[src/rtl/dw_cmp_dx_ser_pkg.sv]
// Shared state encoding, result record and sizing helpers for the digit-serial duplex comparator.
package dw_cmp_dx_ser_pkg;

  typedef enum logic [1:0] {
    IDLE = 2'd0,
    RUN  = 2'd1,
    DONE = 2'd2
  } state_t;

  typedef struct packed {
    logic eq;
    logic lt;
    logic gt;
  } res_t;

  function automatic int n_dig(input int width, input int digit_width);
    return width / digit_width;
  endfunction

  function automatic int p1_dig(input int p1_width, input int digit_width);
    return p1_width / digit_width;
  endfunction

  // Digit counter width, clog2(N_DIG), kept at least 1 bit wide.
  function automatic int cnt_width(input int n);
    return (n > 1) ? $clog2(n) : 1;
  endfunction

endpackage

[src/rtl/dw_cmp_dx_ser_dig.sv]
// Combinational digit step: folds one digit pair into the running eq/lt state, with sign fix.
module dw_cmp_dx_ser_dig
  import dw_cmp_dx_ser_pkg::*;
#(
  parameter int digit_width = 4
) (
  input  logic [digit_width-1:0] a_dig,
  input  logic [digit_width-1:0] b_dig,
  input  logic                   run_eq,
  input  logic                   run_lt,
  input  logic                   sign_fix_en,
  input  logic                   tc,
  output logic                   eq_next,
  output logic                   lt_next
);

  logic a_msb;
  logic b_msb;

  assign a_msb = a_dig[digit_width-1];
  assign b_msb = b_dig[digit_width-1];

  always_comb begin
    eq_next = run_eq;
    lt_next = run_lt;
    // A higher differing digit overrides whatever lower digits decided.
    if (a_dig != b_dig) begin
      eq_next = 1'b0;
      lt_next = (a_dig < b_dig);
    end
    // On a segment's top digit in signed mode, differing sign bits decide outright.
    if (sign_fix_en && tc && (a_msb != b_msb)) begin
      eq_next = 1'b0;
      lt_next = a_msb;
    end
  end

endmodule

[src/rtl/dw_cmp_dx_ser.sv]
// Digit-serial simplex/duplex comparator; optional abort input under DW_CMP_DX_SER_ABORT_EN.
module dw_cmp_dx_ser
  import dw_cmp_dx_ser_pkg::*;
#(
  parameter int width       = 16,
  parameter int p1_width    = 8,
  parameter int digit_width = 4
) (
  input  logic                   clk,
  input  logic                   rst,
  input  logic                   start,
  input  logic                   tc,
  input  logic                   dplx,
`ifdef DW_CMP_DX_SER_ABORT_EN
  input  logic                   abort,
`endif
  input  logic                   in_valid,
  output logic                   in_ready,
  input  logic [digit_width-1:0] a_dig,
  input  logic [digit_width-1:0] b_dig,
  output logic                   busy,
  output logic                   done,
  output logic                   eq1,
  output logic                   lt1,
  output logic                   gt1,
  output logic                   eq2,
  output logic                   lt2,
  output logic                   gt2
);

  localparam int N_DIG  = n_dig(width, digit_width);
  localparam int P1_DIG = p1_dig(p1_width, digit_width);
  localparam int CNT_W  = cnt_width(N_DIG);
  localparam logic [CNT_W-1:0] P1_LAST = CNT_W'(P1_DIG - 1);
  localparam logic [CNT_W-1:0] N_LAST  = CNT_W'(N_DIG - 1);

  if ((digit_width < 1) || (p1_width < digit_width) || (p1_width >= width) ||
      ((p1_width % digit_width) != 0) || (((width - p1_width) % digit_width) != 0))
  begin : g_bad_param
    $error("dw_cmp_dx_ser: digit_width must divide both p1_width and width-p1_width");
  end

  state_t           state_reg, state_next;
  logic [CNT_W-1:0] cnt_reg, cnt_next;
  logic             tc_reg, tc_next;
  logic             dplx_reg, dplx_next;
  logic             run_eq_reg, run_eq_next;
  logic             run_lt_reg, run_lt_next;
  res_t             res1_reg, res1_next;
  res_t             res2_reg, res2_next;

  logic abort_int;
  logic xfer;
  logic p1_hit;
  logic last_hit;
  logic step_eq;
  logic step_lt;

`ifdef DW_CMP_DX_SER_ABORT_EN
  assign abort_int = abort;
`else
  assign abort_int = 1'b0;
`endif

  assign xfer     = in_valid && (state_reg == RUN);
  assign p1_hit   = dplx_reg && (cnt_reg == P1_LAST);
  assign last_hit = (cnt_reg == N_LAST);

  dw_cmp_dx_ser_dig #(
    .digit_width (digit_width)
  ) u_dig (
    .a_dig       (a_dig),
    .b_dig       (b_dig),
    .run_eq      (run_eq_reg),
    .run_lt      (run_lt_reg),
    .sign_fix_en (p1_hit || last_hit),
    .tc          (tc_reg),
    .eq_next     (step_eq),
    .lt_next     (step_lt)
  );

  always_ff @(posedge clk or posedge rst) begin
    if (rst) begin
      state_reg  <= IDLE;
      cnt_reg    <= '0;
      tc_reg     <= 1'b0;
      dplx_reg   <= 1'b0;
      run_eq_reg <= 1'b1;
      run_lt_reg <= 1'b0;
      res1_reg   <= '0;
      res2_reg   <= '0;
    end else begin
      state_reg  <= state_next;
      cnt_reg    <= cnt_next;
      tc_reg     <= tc_next;
      dplx_reg   <= dplx_next;
      run_eq_reg <= run_eq_next;
      run_lt_reg <= run_lt_next;
      res1_reg   <= res1_next;
      res2_reg   <= res2_next;
    end
  end

  always_comb begin
    state_next  = state_reg;
    cnt_next    = cnt_reg;
    tc_next     = tc_reg;
    dplx_next   = dplx_reg;
    run_eq_next = run_eq_reg;
    run_lt_next = run_lt_reg;
    res1_next   = res1_reg;
    res2_next   = res2_reg;
    case (state_reg)
      IDLE: begin
        if (start) begin
          state_next  = RUN;
          cnt_next    = '0;
          tc_next     = tc;
          dplx_next   = dplx;
          run_eq_next = 1'b1;
          run_lt_next = 1'b0;
          res1_next   = '0;
          res2_next   = '0;
        end
      end
      RUN: begin
        if (abort_int) begin
          state_next = IDLE;
          res1_next  = '0;
          res2_next  = '0;
        end else if (xfer) begin
          cnt_next    = cnt_reg + 1'b1;
          run_eq_next = step_eq;
          run_lt_next = step_lt;
          // Part 1 closes here; part 2 starts from a fresh "equal" state.
          if (p1_hit) begin
            res1_next   = '{eq: step_eq, lt: step_lt, gt: ~step_eq & ~step_lt};
            run_eq_next = 1'b1;
            run_lt_next = 1'b0;
          end
          if (last_hit) begin
            res2_next  = '{eq: step_eq, lt: step_lt, gt: ~step_eq & ~step_lt};
            state_next = DONE;
          end
        end
      end
      DONE: begin
        state_next = IDLE;
        if (abort_int) begin
          res1_next = '0;
          res2_next = '0;
        end
      end
      default: state_next = IDLE;
    endcase
  end

  assign in_ready = (state_reg == RUN);
  assign busy     = (state_reg != IDLE);
  assign done     = (state_reg == DONE) && !abort_int;
  assign eq1      = res1_reg.eq;
  assign lt1      = res1_reg.lt;
  assign gt1      = res1_reg.gt;
  assign eq2      = res2_reg.eq;
  assign lt2      = res2_reg.lt;
  assign gt2      = res2_reg.gt;

endmodule
[config.mk]
export PLATFORM = sky130hd
export DESIGN_NAME = dw_cmp_dx_ser
export DESIGN_NICKNAME = d
export VERILOG_FILES = /design/src/rtl/dw_cmp_dx_ser_pkg.sv /design/src/rtl/dw_cmp_dx_ser_dig.sv /design/src/rtl/dw_cmp_dx_ser.sv
export SDC_FILE = /design/constraint.sdc
export NUM_CORES = 1
export LEC_CHECK = 0
export CAP_MARGIN = 10
export CORE_MARGIN = 5
export CORE_UTILIZATION = 50
export CTS_CLUSTER_DIAMETER = 80
export CTS_CLUSTER_SIZE = 28
export DETAILED_ROUTE_END_ITERATION = 10
export PLACE_DENSITY = 0.82
export SLEW_MARGIN = 25
export SYNTH_ARGS = -nofsm -noshare
export SYNTH_HDL_FRONTEND = slang
export SYNTH_HIERARCHICAL = 1
export SYNTH_SLANG_ARGS = --single-unit
[constraint.sdc]
create_clock -name clk -period 4.1 [get_ports clk]
set_clock_uncertainty 0.1 [all_clocks]
set_input_delay 1.23 -clock clk [delete_from_list [all_inputs] [get_ports clk]]
set_output_delay 1.23 -clock clk [all_outputs]
set_load 0.02 [all_outputs]
==> results of run 1 <==
## cells in the mapped netlist, types with 3 or more instances
| master | number | area, um2 |
|---|---|---|
| nor2b_1 | 4 | 25.0 |
| dfrtp_1 | 13 | 325 |
| nand2_1 | 3 | 11.3 |
| ha_1 | 6 | 75.1 |
| mux2_2 | 4 | 45.0 |
| and3_1 | 3 | 18.8 |
| nor2_1 | 4 | 15.0 |
| a21oi_1 | 3 | 15.0 |
| nand2b_1 | 3 | 18.8 |
| inv_1 | 10 | 37.5 |
| a221o_1 | 4 | 40.0 |
| o22ai_1 | 3 | 18.8 |
## worst min-delay path, delay by kind of cell, from the launching register on
| kind | cells | cell delay [ns] |
|---|---|---|
| DFF | 1 | 0.38 |
| AOI/OAI and AO/OA | 1 | 0.05 |
| buffers and inverters | 1 | 0.05 |
## layer usage
layer  share of wire [%]  routed length, um  global-route usage (%)
met1                  46                846                    19.1
met2                  49                893                    25.5
met3                 4.0                 73                    3.20
met4                0.93                 17                    5.38
met5                   0                  0                       0
## final cells by class
cell class	instances	area, um2	share of cell area (%)
Inverter	10	37.5	3.40
Timing Repair Buffer	22	220	19.9
Sequential cell	14	352	31.8
Clock buffer	4	36.3	3.28
Tap cell	16	20.0	1.81
Multi-Input combinational cell	55	439	39.8
## cell usage in the layout, fill, tap and decap left out, types with 2 or more instances in the layout
cell	n
nand2_1	3
nor2b_1	4
nor2_1	4
clkdlybuf4s50_1	22
inv_1	10
o22ai_1	3
a221o_1	4
ha_1	6
and3_1	3
mux2_2	4
nand2b_1	3
dfrtp_1	13
o211a_1	2
nand3b_1	2
clkbuf_4	3
a21oi_1	3
## logic make-up (layout without fill, tap and decap cells)
kind of cell / after synthesis / count (layout) / synth area share, %
flip-flops: 14 / 14 / 41.6
buffers and inverters: 12 / 36 / 6.37
AO/OA/AOI/OAI: 19 / 19 / 17.6
multiplexers: 5 / 5 / 6.52
adder cells (fa/ha/maj): 6 / 6 / 8.89
AND/OR/NAND/NOR: 25 / 25 / 19.0
## power breakdown
group	internal, uW	switching, uW
Clock	54.0	46.1
Combinational	168	144
Sequential	198	57.5
Total	420	248
## worst paths after layout
check / endpoint / from / slack, ns / cells after the start
min reg2reg: gt2 / gt2 / 0.42 / 2
max in group asynchronous: run_eq_reg / rst / 2.35 / 2
max reg2reg: gt1 / cnt_reg[1] / 2.19 / 10
min in group asynchronous: tc_reg / rst / 1.18 / 2
min: gt2 / gt2 / 0.42 / 2
max: in_ready / state_reg[0] / 0.90 / 2
## stage by stage
stage / setup WS (ns) / power [uW]
finish: 0.903 / 668
global route: 0.787 / 716
CTS: 0.924 / 673
detailed placement: 0.698 / 568
global placement: 0.747 / 560
floorplan: 1.36 / 457
==> impl_metrics.ini, run 1 <==
[outcome]
status = completed

[floorplan]
die-area_mm2 = 0.00261
core-area_mm2 = 0.00156
initial_core_util_pct = 54.2
die_w_um = 51.1
row_count = 14
die_h_um = 51.1
io_pins = 23

[clocking]
clk_latency_ns = 0.28
cts_tree = done
cts_made_buffers = 3
postCtsSetupBuffers = 0
cts-resized-gates = 0
clkSinkCount = 14
root_buffer = clkbuf_4
clk_pin_slew_ns = 0.08
postCtsHoldBufs = 0
max-clock-path-buffers = 2
htreeDepth = 1

[worst_setup_path]
cp_top_family = buffers and inverters
critical_path.startpoint_type = flip-flop
path_buf_inv = 1
cp.arrival_ns = 1.87
crit_fanout = 14
path_cells = nor2b_1 > clkdlybuf4s50_1
crit_slowest_cell = clkdlybuf4s50_1
endpoint_kind = output pin
cpPeakStageDelay_ns = 0.66
cp.required_ns = 2.77
worstSetupPathType = reg2out

[sta]
slew_headroom_pct = 64.0
finalSetupTns_ns = 0
final_hold_viol_count = 0
hold_slack_ns = 0.422
rsz0062_at_grt = no
worst_pin_slew_ns = 0.540
min_period_over_period_pct = 78.0
fin_crit_ns = 3.20
fmax_mhz = 313
drv_slew = 0
setup_viol = 0

[pwr]
ir_worst_vdd_mv = 0.317
power_density_mw_per_mm2 = 605
p_leak_uw = 0.000525

[global_route]
track_usage_pct = 15.2
grt_pass1_wl_mm = 3.06
grt_max_degree = 15
grt_overflow = 0
grt_antenna_before_repair = 0
grt_pass1_vias = 701

[layout]
final_area_mm2 = 0.00110
finalNetCount = 126
final_cells = 121
syn2layout_area_growth_pct = 30.8
utilization_pct = 70.9
antenna_cells = 0
fillers = 126
drive_gt1_share_pct = 13.3

[route]
drtIter0Drc = 10
vias = 689
ant_nets = 0
totalWireLength_mm = 1.83
dr.pass1.iters = 4
drt-vias-per-instance = 5.69
wl_per_cell_um = 15.1
drcViolationCount = 0

[logic_synthesis]
synth_cells = 81
synth_nets = 101
async_flop_share_pct = 100
synth_flop_cell = dfrtp_1
postSynthAreaPerCell_um2 = 10.4
synth_seq_cells = 14
ys_warn_count = 6
synth_edf_count = 0
yosysUniqueCellTypes = 31
synth_area_um2 = 845
yosysSeqAreaShare_pct = 41.6

[hold_path]
hold_class = reg2reg

[place]
dp_hpwl_mm = 1.40
placed_area_mm2 = 0.00107
dp.cells = 117
io_buffers = 22
gp_congestion = 0.759

[job]
drv_cap = 0
Power figures use the tool's default switching activity.
==> run 2, diff against run 1 <==
Settings changed: CORE_UTILIZATION 50 to 42, PLACE_DENSITY 0.82 to 0.74.
Clock period 4.1 ns to 2.7 ns, I/O delays scaled along.
==> impl_metrics.ini, run 2 (synthesized netlist as in run 1, its figures left out) <==
[outcome]
status = completed

[floorplan]
die-area_mm2 = 0.00301
io_pins = 23
core-area_mm2 = 0.00194
initial_core_util_pct = 43.5
die_w_um = 54.8
die_h_um = 54.8
row_count = 16

[worst_setup_path]
critical_path.startpoint_type = flip-flop
rr_startpoint = cnt_reg[1]
endpoint_kind = output pin
cp.required_ns = 1.79
cp.arrival_ns = 1.65
worst_r2r_path_depth = 10
worstSetupPathType = reg2out
r2r_end = gt1
crit_start = state_reg[0]
crit_fanout = 9
rrSetupSlack_ns = 0.83
crit_path_end = in_ready

[layout]
finalNetCount = 131
antenna_cells = 0
multi_input_area_um2 = 505
final_cells = 137
layout_common_cells = 19 x clkdlybuf4s50_1, 12 x dfrtp_1, 7 x inv_1
syn2layout_area_growth_pct = 44.6
fillers = 174
layout_commonest_cell = clkdlybuf4s50_1
seqCellArea_um2 = 353
utilization_pct = 62.9
drive_gt1_share_pct = 28.2

[clocking]
htreeDepth = 1
clk_latency_ns = 0.29
cts_made_buffers = 3
clkSinkCount = 14
postCtsHoldBufs = 0
clk_pin_slew_ns = 0.07
cts_tree = done
root_buffer = clkbuf_4
max-clock-path-buffers = 2
postCtsSetupBuffers = 0

[pwr]
ir_worst_vdd_mv = 0.569
power_density_mw_per_mm2 = 852
finalPower_uw = 1040
p_leak_uw = 0.000576

[sta]
fin_crit_ns = 2.56
fmax_mhz = 391
min_period_over_period_pct = 94.7
setup_viol = 0
hold_slack_ns = 0.420
worst_pin_slew_ns = 0.521
final_hold_viol_count = 0
rsz0062_at_grt = no
drv_slew = 0
setup_ws_ns = 0.142
slew_headroom_pct = 65.2

[route]
wl_met3_um = 93
totalWireLength_mm = 1.95
highest_layer = met4
dr.pass1.iters = 4
drt-vias-per-instance = 5.16
met2_wirelength_um = 968
wl_per_cell_um = 14.2
drcViolationCount = 0
vias = 707
ant_nets = 0
wl_met1_um = 878
drtIter0Drc = 15

[global_route]
grt_pass1_vias = 748
grt_max_degree = 15
grt_pass1_wl_mm = 3.13
track_usage_pct = 14.9
grt_overflow = 0
grt_antenna_before_repair = 0

[place]
dp_slack_ns = -0.148
io_buffers = 22
dp_hpwl_mm = 1.49
gp_congestion = 0.787
dp.cells = 133

[job]
drv_cap = 0

[hold_path]
hold_class = reg2reg
[run 2: final cells by class]
cell class,instances,share of cell area [%]
Inverter,10,3.07
Tap cell,27,2.77
Multi-Input combinational cell,55,41.4
Clock buffer,4,2.15
Timing Repair Buffer,27,21.7
Sequential cell,14,28.9
[run 2: critical path, stage by stage, from the launching register on]
cell and delay, ns:
dfrtp_2 0.45, nor2b_2 0.26, clkdlybuf4s50_1 0.65
[run 2: per-stage QoR]
stage                     setup TNS (ns)  area (um2)
after floorplan                        0         845
after global placement            -0.438        1120
after detailed placement          -0.668        1120
after CTS                              0        1150
after global routing                   0        1220
final                                  0        1220
[run 2: worst min path at each step]
| stage | end | from | cells after the start | slack, ns |
|---|---|---|---|---|
| after floorplan | tc_reg | tc_reg | 1 | 0.38 |
| after global placement | cnt_reg[0] | cnt_reg[0] | 1 | 0.40 |
| after detailed placement | cnt_reg[0] | cnt_reg[0] | 1 | 0.41 |
| after CTS | cnt_reg[0] | cnt_reg[0] | 1 | 0.42 |
| after global routing | cnt_reg[0] | cnt_reg[0] | 1 | 0.46 |
| final | cnt_reg[0] | cnt_reg[0] | 1 | 0.42 |
[run 2: routing by layer]
metal	global-route usage [%]	vias to the layer above
li1	-	350
met1	17.6	341
met5	0	-
met4	4.15	0
met2	25.0	13
met3	5.72	3
[run 2: report_power, final]
part | internal (uW) | total [uW] | switching (uW) | leakage [uW]
sequential | 303 | 377 | 74.2 | 0.000169
clock | 57.5 | 124 | 66.6 | 0.0000150
combinational | 288 | 540 | 252 | 0.000392
total | 648 | 1040 | 393 | 0.000576
[run 2: repair_timing]
action | in CTS | in global routing
setup endpoints to repair | 1 | 4
gates cloned | 0 | 0
pin swaps | 0 | 6
resized for setup | 1 | 15
==> run 3, diff against run 2 <==
Settings changed: SLEW_MARGIN 25 to unset.
==> results of run 3 <==
No change in the layout: final DEF, timing and power equal those of run 2.
